[src/rtl/alu_cmd_sequencer.sv]
// Command FIFO plus sequencer that replays each queued ALU command max(R,1) times
// against an internal 8-bit accumulator and pulses done after the last execution.
module alu_cmd_sequencer #(
   parameter int DEPTH = 4
) (
   input  logic                   clock,
   input  logic                   resetn,
   input  logic                   cmd_valid,
   output logic                   cmd_ready,
   input  logic [2:0]             cmd_op,
   input  logic [7:0]             cmd_a,
   input  logic [3:0]             cmd_reps,
   input  logic                   clear,
   output logic [7:0]             acc,
   output logic [2:0]             cur_op,
   output logic [$clog2(DEPTH):0] level,
   output logic                   busy,
   output logic                   done
);
   localparam int AW = $clog2(DEPTH);
   localparam logic [AW:0] LVL_FULL = (AW+1)'(DEPTH);

   typedef enum logic [1:0] {S_IDLE, S_LOAD, S_EXEC, S_DONE} state_t;

   state_t        r_state, w_next;
   logic [14:0]   r_mem [DEPTH];
   logic [AW-1:0] r_wr_ptr, r_rd_ptr;
   logic [AW:0]   r_level;
   logic [2:0]    r_op;
   logic [7:0]    r_a;
   logic [7:0]    r_acc;
   logic [3:0]    r_cnt;
   logic [14:0]   w_head;
   logic [7:0]    w_alu;
   logic          w_push, w_pop, w_exec;

   function automatic logic [7:0] f_ones(input logic [7:0] v);
      logic [7:0] n;
      n = '0;
      for (int i = 0; i < 8; i++) n = n + {7'd0, v[i]};
      return n;
   endfunction

   assign w_push = cmd_valid & cmd_ready;
   assign w_pop  = (r_state == S_LOAD);
   assign w_exec = (r_state == S_EXEC);
   assign w_head = r_mem[r_rd_ptr];

   // Storage needs no reset; pointers and level define what is valid.
   always_ff @(posedge clock) begin
      if (w_push) r_mem[r_wr_ptr] <= {cmd_op, cmd_a, cmd_reps};
   end

   always_ff @(posedge clock) begin
      if (!resetn) begin
         r_wr_ptr <= '0;
         r_rd_ptr <= '0;
         r_level  <= '0;
      end else begin
         if (w_push) r_wr_ptr <= r_wr_ptr + AW'(1);
         if (w_pop)  r_rd_ptr <= r_rd_ptr + AW'(1);
         case ({w_push, w_pop})
            2'b10:   r_level <= r_level + (AW+1)'(1);
            2'b01:   r_level <= r_level - (AW+1)'(1);
            default: r_level <= r_level;
         endcase
      end
   end

   always_comb begin
      case (r_op)
         3'b000:  w_alu = ~r_a ^ r_acc;
         3'b001:  w_alu = r_a ^ ~r_acc;
         3'b010:  w_alu = ~(r_a & r_acc);
         3'b011:  w_alu = r_a & r_acc;
         3'b100:  w_alu = r_a + r_acc + 8'd1;
         3'b101:  w_alu = ~(r_a ^ r_acc);
         3'b110:  w_alu = 8'd8 - f_ones(r_a);
         default: w_alu = f_ones(r_acc) + 8'd8 - f_ones(r_a);
      endcase
   end

   // clear wins over the ALU write but the repeat count keeps running.
   always_ff @(posedge clock) begin
      if (!resetn) begin
         r_acc <= '0;
         r_op  <= '0;
         r_a   <= '0;
         r_cnt <= '0;
      end else begin
         if (w_pop) begin
            r_op  <= w_head[14:12];
            r_a   <= w_head[11:4];
            r_cnt <= (w_head[3:0] == 4'd0) ? 4'd1 : w_head[3:0];
         end else if (w_exec) begin
            r_cnt <= r_cnt - 4'd1;
         end
         if (clear)       r_acc <= '0;
         else if (w_exec) r_acc <= w_alu;
      end
   end

   always_ff @(posedge clock) begin
      if (!resetn) r_state <= S_IDLE;
      else         r_state <= w_next;
   end

   always_comb begin
      w_next = r_state;
      case (r_state)
         S_IDLE:  if (r_level != '0) w_next = S_LOAD;
         S_LOAD:  w_next = S_EXEC;
         S_EXEC:  if (r_cnt == 4'd1) w_next = S_DONE;
         S_DONE:  w_next = (r_level != '0) ? S_LOAD : S_IDLE;
         default: w_next = S_IDLE;
      endcase
   end

   // Gated by resetn so status reads quiet for the whole reset window.
   always_comb begin
      cmd_ready = resetn & (r_level != LVL_FULL);
      done      = resetn & (r_state == S_DONE);
      busy      = resetn & ((r_state != S_IDLE) | (r_level != '0));
      cur_op    = (resetn && r_state != S_IDLE) ? r_op : 3'd0;
      acc       = r_acc;
      level     = r_level;
   end
endmodule

[config.mk]
export PLATFORM = sky130hd
export DESIGN_NAME = alu_cmd_sequencer
export DESIGN_NICKNAME = d
export VERILOG_FILES = /design/src/rtl/alu_cmd_sequencer.sv
export SDC_FILE = /design/constraint.sdc
export NUM_CORES = 1
export LEC_CHECK = 0
export CORE_ASPECT_RATIO = 0.75
export CORE_MARGIN = 4
export CORE_UTILIZATION = 59
export DETAILED_ROUTE_END_ITERATION = 8
export GPL_TIMING_DRIVEN = 0
export PLACE_DENSITY = 0.83
export SLEW_MARGIN = 0
export SYNTH_ARGS = -nofsm -noshare
export SYNTH_HDL_FRONTEND = slang
export SYNTH_SLANG_ARGS = --single-unit
[constraint.sdc]
create_clock -name clock -period 6.41 [get_ports clock]
set_clock_uncertainty 0.2 [all_clocks]
set_input_delay 0.641 -clock clock [delete_from_list [all_inputs] [get_ports clock]]
set_output_delay 0.641 -clock clock [all_outputs]
set_load 0.02 [all_outputs]
==> impl_metrics.toml, run 1 <==
[run_status]
status = "completed"

[clocking]
clkTransAtPathRegs_ns = 0.07
clk_path_buf_depth = 2
cts.htree.levels = 3
ctsHoldBuffers = 0
clock-sinks = 94
cts_resized = 0
cts_setup_buffers = 0
cts_buffers = 9
root_buffer = "clkbuf_16"
clk_latency_ns = 0.35
cts_tree = "built"

[synth]
synthMuxAreaShare_pct = 8.90
ys_ff_latch = 94
synth_compound_area_share_pct = 11.1
ys_warn_count = 0
synth-adder-area-share_pct = 12.7
syn_avg_cell_area_um2 = 11.7
synth_top_family_by_area = "adder cells"
synth_top_cell_by_area = "edfxtp_1"
synth_cells = 435
synth_xor_area_share_pct = 2.94
synth_top_cell_area_share_pct = 35.5
synth.distinct_cells = 56
syn_nets = 499
yosys.area_share.simple_pct = 9.94
synth_edf_count = 60
synth-seq-area-share_pct = 48.9
ys_async_sr_fraction_pct = 0
synth_top_cells_by_area = "edfxtp_1, dfxtp_1, ha_1"
syn_area_um2 = 5070
ys.flop_type = "edfxtp_1"

[worst_hold_path]
hold_depth = 2
hp-class = "register to register"

[cells_and_area]
utilization_pct = 72.6
seqCellArea_um2 = 2480
fill_cells = 549
mostFrequentLayoutCells = "edfxtp_1, inv_1, nor2_1, clkdlybuf4s50_1"
n_antenna_cell = 0
area_growth_pct = 16.4
layout-drive-gt1-share_pct = 8.44
fin_nets = 545
multi_input_area_um2 = 2310
layout_commonest_cell = "edfxtp_1"

[sta]
worst_slew_pin_slew_ns = 0.795
finalHoldViolations = 0
setup_viol = 0
rsz0062_at_grt = "false"
slew_headroom_pct = 47.0
fin_crit_sh_pct = 86.3
fin_crit_ns = 5.53
max_clock_freq_mhz = 181
drv_slew = 0
finalSetupTns_ns = 0

[pwr]
leakage_uw = 0.00217
p_per_area_nw_per_um2 = 459
peakVddDrop_uv = 427

[global_routing]
grt_pass1_vias = 3577
grt_max_degree = 18
antenna_found_initial = 0
overflow = 0
grt_pass1_wl_um = 18300
grt.total_usage_pct = 23.8

[floorplan]
dieArea_um2 = 10200
start_util_pct = 62.4
ioPinCount = 36
die_y_um = 88.3
core_area_um2 = 8130
die_w_um = 115
rows = 28

[placement]
io_buffers = 35
hpwl_um = 8030
place_congestion = 0.866

[drt]
num_vias = 3569
drc_errors = 0
wl_um = 11300
wl_per_cell_um = 19.2
drtIter0Drc = 363
drtPass1Iterations = 5
drtAntennaViolNets = 0
viasPerCell = 6.04

[setup_path]
arrival_ns = 5.58
start_kind = "register"
critPathSlowestCell = "fa_1"
critical_path_class = "register to register"
crit_chain = "inv_1 -> fa_1 -> fa_1 -> fa_1 -> inv_1 -> ha_1 -> ha_1 -> fa_1 -> fa_1 -> inv_1 -> ha_1 -> inv_1 -> fa_1 -> nand2b_1 -> a21oi_1 -> xor2_1 -> a31oi_1 -> and3_1"
r2r_cells = 18
cpMostUsedCell = "fa_1"
path_max_fanout = 3
end_kind = "register"
slowest_delay_ns = 0.56
worstPathRequired_ns = 6.46

[flow_run]
cap_violations = 0
[logic make-up (layout without fill, tap and decap cells)]
kind of cell | count (synthesis) | count (layout)
flip-flops | 94 | 94
buffers and inverters | 69 | 120
XOR/XNOR | 17 | 17
AND/OR/NAND/NOR | 100 | 100
AO/OA/AOI/OAI | 84 | 84
adder cells (fa/ha/maj) | 45 | 45
multiplexers | 26 | 26
[power by group]
group / switching (uW) / internal [uW] / leakage [uW] / total (uW)
Sequential: 66.6 / 724 / 0.000823 / 790
Combinational: 731 / 556 / 0.00118 / 1290
Clock: 243 / 387 / 0.000169 / 630
[cell type report]
type / instances / area share, %
Timing Repair Buffer: 35 / 5.94
Inverter: 50 / 3.18
Tap cell: 105 / 2.23
Sequential cell: 94 / 42.1
Clock inverter: 6 / 2.01
Buffer: 19 / 1.48
Clock buffer: 10 / 3.88
Multi-Input combinational cell: 272 / 39.2
[worst max-delay path, delay by kind of cell, from the launching register on]
family | cells | cell delay (ns)
xor+xnor | 1 | 0.19
flops | 1 | 0.38
buf+inv | 4 | 0.26
compound gates | 2 | 0.36
simple gates | 2 | 0.36
fa+ha+maj | 9 | 3.67
[final timing paths]
path,start,endpoint,slack [ns]
worst max-delay path,r_a[0],acc[4],0.88
worst min register to register,r_cnt[1],r_cnt[1],0.31
worst max register to register,r_a[0],acc[4],0.88
worst min-delay path,r_cnt[1],r_cnt[1],0.31
[synth_stat cells (3+ instances only)]
cell,number
fa_1,11
ha_1,34
a311oi_1,3
mux4_2,14
inv_1,49
and2_1,4
xnor2_1,9
buf_2,7
o31ai_1,3
a221oi_1,3
a31oi_1,3
nand3_1,4
mux2i_1,11
nor3_1,7
or3_1,3
nor2_1,41
o21ai_0,17
and3_1,9
dfxtp_1,34
o32ai_1,3
nand2b_1,8
nand2_1,8
clkbuf_1,9
nor3b_1,3
xor2_1,8
o211ai_1,8
a21o_1,3
a21oi_1,20
a211oi_1,3
nor2b_1,5
edfxtp_1,60
[stage by stage]
step	total power, uW	setup slack, ns	hold WS, ns	instance area, um2	cells
detailed placement	2070	0.926	0.297	5550	575
floorplan	1730	1.34	0.275	5070	435
finish	2710	0.877	0.310	5900	591
global route	2900	0.677	0.342	5900	591
CTS	2710	0.878	0.306	5900	591
global placement	2020	1.01	0.291	5550	575
[flip-flops by register name (all words and copies together) (netlist names), named ones only]
register and cells:
r_rd_ptr 2, acc 8, r_wr_ptr 2, r_a 8, r_cnt 4, level 3, r_op 3, r_mem 60
r_state 2
[routing by layer]
metal	GRT usage [%]	share of wire (%)	up-vias
li1	-	-	1676
met1	32.3	43	1735
met2	38.9	49	133
met3	6.36	6.5	25
met4	5.44	1.5	0
met5	0	0	-
No activity file was read; power rests on OpenSTA's default activity.
==> run 2: changes to the inputs <==
Settings changed: CORE_UTILIZATION 59 to 61, DONT_BUFFER_PORTS from default to 1, PLACE_DENSITY 0.83 to 0.8.
==> impl_metrics.toml, run 2 (synthesis results as in run 1) <==
[run_status]
status = "completed"

[global_routing]
antenna_found_initial = 0
use_met1_pct = 31.1
met3_usage_pct = 5.28
globalRouteMet2Util_pct = 37.7
grt_pass1_vias = 3494
grt.total_usage_pct = 23.2
grt_max_degree = 17
grt_pass1_wl_um = 17700
grt_busiest_layer = "met2"
overflow = 0

[drt]
drc_errors = 0
drtPass1Iterations = 6
viasPerCell = 6.11
drtIter0Drc = 270
wl_per_cell_um = 19.0
num_vias = 3396
wl_um = 10600
drtAntennaViolNets = 0

[setup_path]
path_max_fanout = 3
critPathSlowestCell = "fa_1"
cpMostUsedCell = "fa_1"
slowest_delay_ns = 0.58
crit_chain = "inv_1 -> fa_1 -> fa_1 -> fa_1 -> inv_1 -> ha_1 -> ha_1 -> fa_1 -> fa_1 -> inv_1 -> ha_1 -> inv_1 -> fa_1 -> nand2b_1 -> a21oi_1 -> xor2_1 -> a31oi_1 -> and3_1"
end_kind = "register"
start_kind = "register"
critical_path_class = "register to register"
arrival_ns = 5.61
worstPathRequired_ns = 6.49

[sta]
setup_viol = 0
slew_headroom_pct = 44.9
setup_ws_ns = 0.875
fin_crit_ns = 5.53
worst_slew_pin_slew_ns = 0.826
rsz0062_at_grt = "false"
finalHoldViolations = 0
fin_crit_sh_pct = 86.3
drv_slew = 0
max_clock_freq_mhz = 181
finalSetupTns_ns = 0

[floorplan]
die_y_um = 87.0
dieArea_um2 = 9850
die_w_um = 113
start_util_pct = 63.5
core_area_um2 = 7990
ioPinCount = 36
rows = 28

[cells_and_area]
layout_commonest_cell = "edfxtp_1"
largest_register_ffs = 60
fin_nets = 510
n_antenna_cell = 0
final_cells = 556
fill_cells = 598
area_growth_pct = 6.49
layout-drive-gt1-share_pct = 9.09
regMostFlops = "r_mem"
mostFrequentLayoutCells = "edfxtp_1, inv_1, nor2_1, ha_1, dfxtp_1"

[clocking]
clock-sinks = 94
cts.htree.levels = 3
ctsHoldBuffers = 0
root_buffer = "clkbuf_8"
clk_path_buf_depth = 2
clk_latency_ns = 0.37
cts_buffers = 9
cts_tree = "built"
clkTransAtPathRegs_ns = 0.10
cts_setup_buffers = 0
cts_resized = 0

[pwr]
clkPwrFrac_pct = 16.3
leakage_uw = 0.00198
power_frac_seq_pct = 33.4
p_comb_share_pct = 50.3
p_int_uw = 1420
switching_share_pct = 40.8
switchingPower_uw = 980
p_per_area_nw_per_um2 = 444
peakVddDrop_uv = 270

[placement]
io_buffers = 0
place_ws_ns = 0.894
hpwl_um = 7850
dp.cells = 540
place_congestion = 0.935

[flow_run]
cap_violations = 0

[worst_hold_path]
hp-class = "input port to register"
==> run 2: changes by cell type in the layout (fill, tap and decap cells not counted), sizes merged <==
cell,before,now
bufinv,3,1
clkdlybuf4s50,35,0
clkinv,2,4
==> run 2: cell type report <==
cell class | count | area (um2) | area share (%)
Clock buffer | 10 | 128 | 2.36
Inverter | 50 | 188 | 3.47
Multi-Input combinational cell | 272 | 2310 | 42.9
Sequential cell | 94 | 2480 | 46.0
Clock inverter | 6 | 70.1 | 1.30
Tap cell | 105 | 131 | 2.43
Buffer | 19 | 87.6 | 1.62
==> run 2: power by group through the flow <==
| stage | registers (uW) | logic [uW] | clock network [uW] |
|---|---|---|---|
| floorplan | 792 | 935 | 0 |
| global placement | 810 | 1140 | 0 |
| detailed placement | 815 | 1190 | 0 |
| CTS | 802 | 1200 | 395 |
| global route | 812 | 1370 | 424 |
| finish | 802 | 1210 | 392 |
==> run 2: critical path, delay by kind of cell (launching register included) <==
family                   cells  cell delay (ns)
AND/OR/NAND/NOR              2             0.35
adder cells (fa/ha/maj)      9             3.70
flip-flops                   1             0.39
buffers and inverters        4             0.28
XOR/XNOR                     1             0.17
AO/OA/AOI/OAI                2             0.36
==> run 2: per-layer routing <==
| layer | share of wire [%] | wire, um | up-vias |
|---|---|---|---|
| li1 | - | - | 1590 |
| met1 | 45 | 4730 | 1638 |
| met2 | 46 | 4830 | 136 |
| met3 | 7.0 | 736 | 32 |
| met4 | 2.4 | 256 | 0 |
| met5 | 0 | 0 | - |
==> run 2: path summary, 6_finish.rpt <==
| check | startpoint | endpoint | slack [ns] | cells after the start |
|---|---|---|---|---|
| min | cmd_op[0] | r_mem[0][12] | 0.17 | 0 |
| min reg2reg | r_cnt[1] | r_cnt[1] | 0.33 | 2 |
| max reg2reg | r_a[0] | acc[4] | 0.88 | 18 |
| max | r_a[0] | acc[4] | 0.88 | 18 |
==> run 2: per-stage QoR <==
stage	hold WS [ns]	cell area, um2	total power [uW]	util [%]
after floorplan	0.275	5070	1730	-
after global placement	0.291	5200	1950	65.1
after detailed placement	0.314	5200	2010	65.1
after CTS	0.160	5400	2400	67.6
after global routing	0.143	5400	2600	67.6
final	0.166	5400	2400	67.6
==> run 3: changes to the inputs <==
Settings changed: CAP_MARGIN from default to 10.
==> results of run 3 <==
Same layout as run 2: the final DEF is identical, and so are final timing and power.
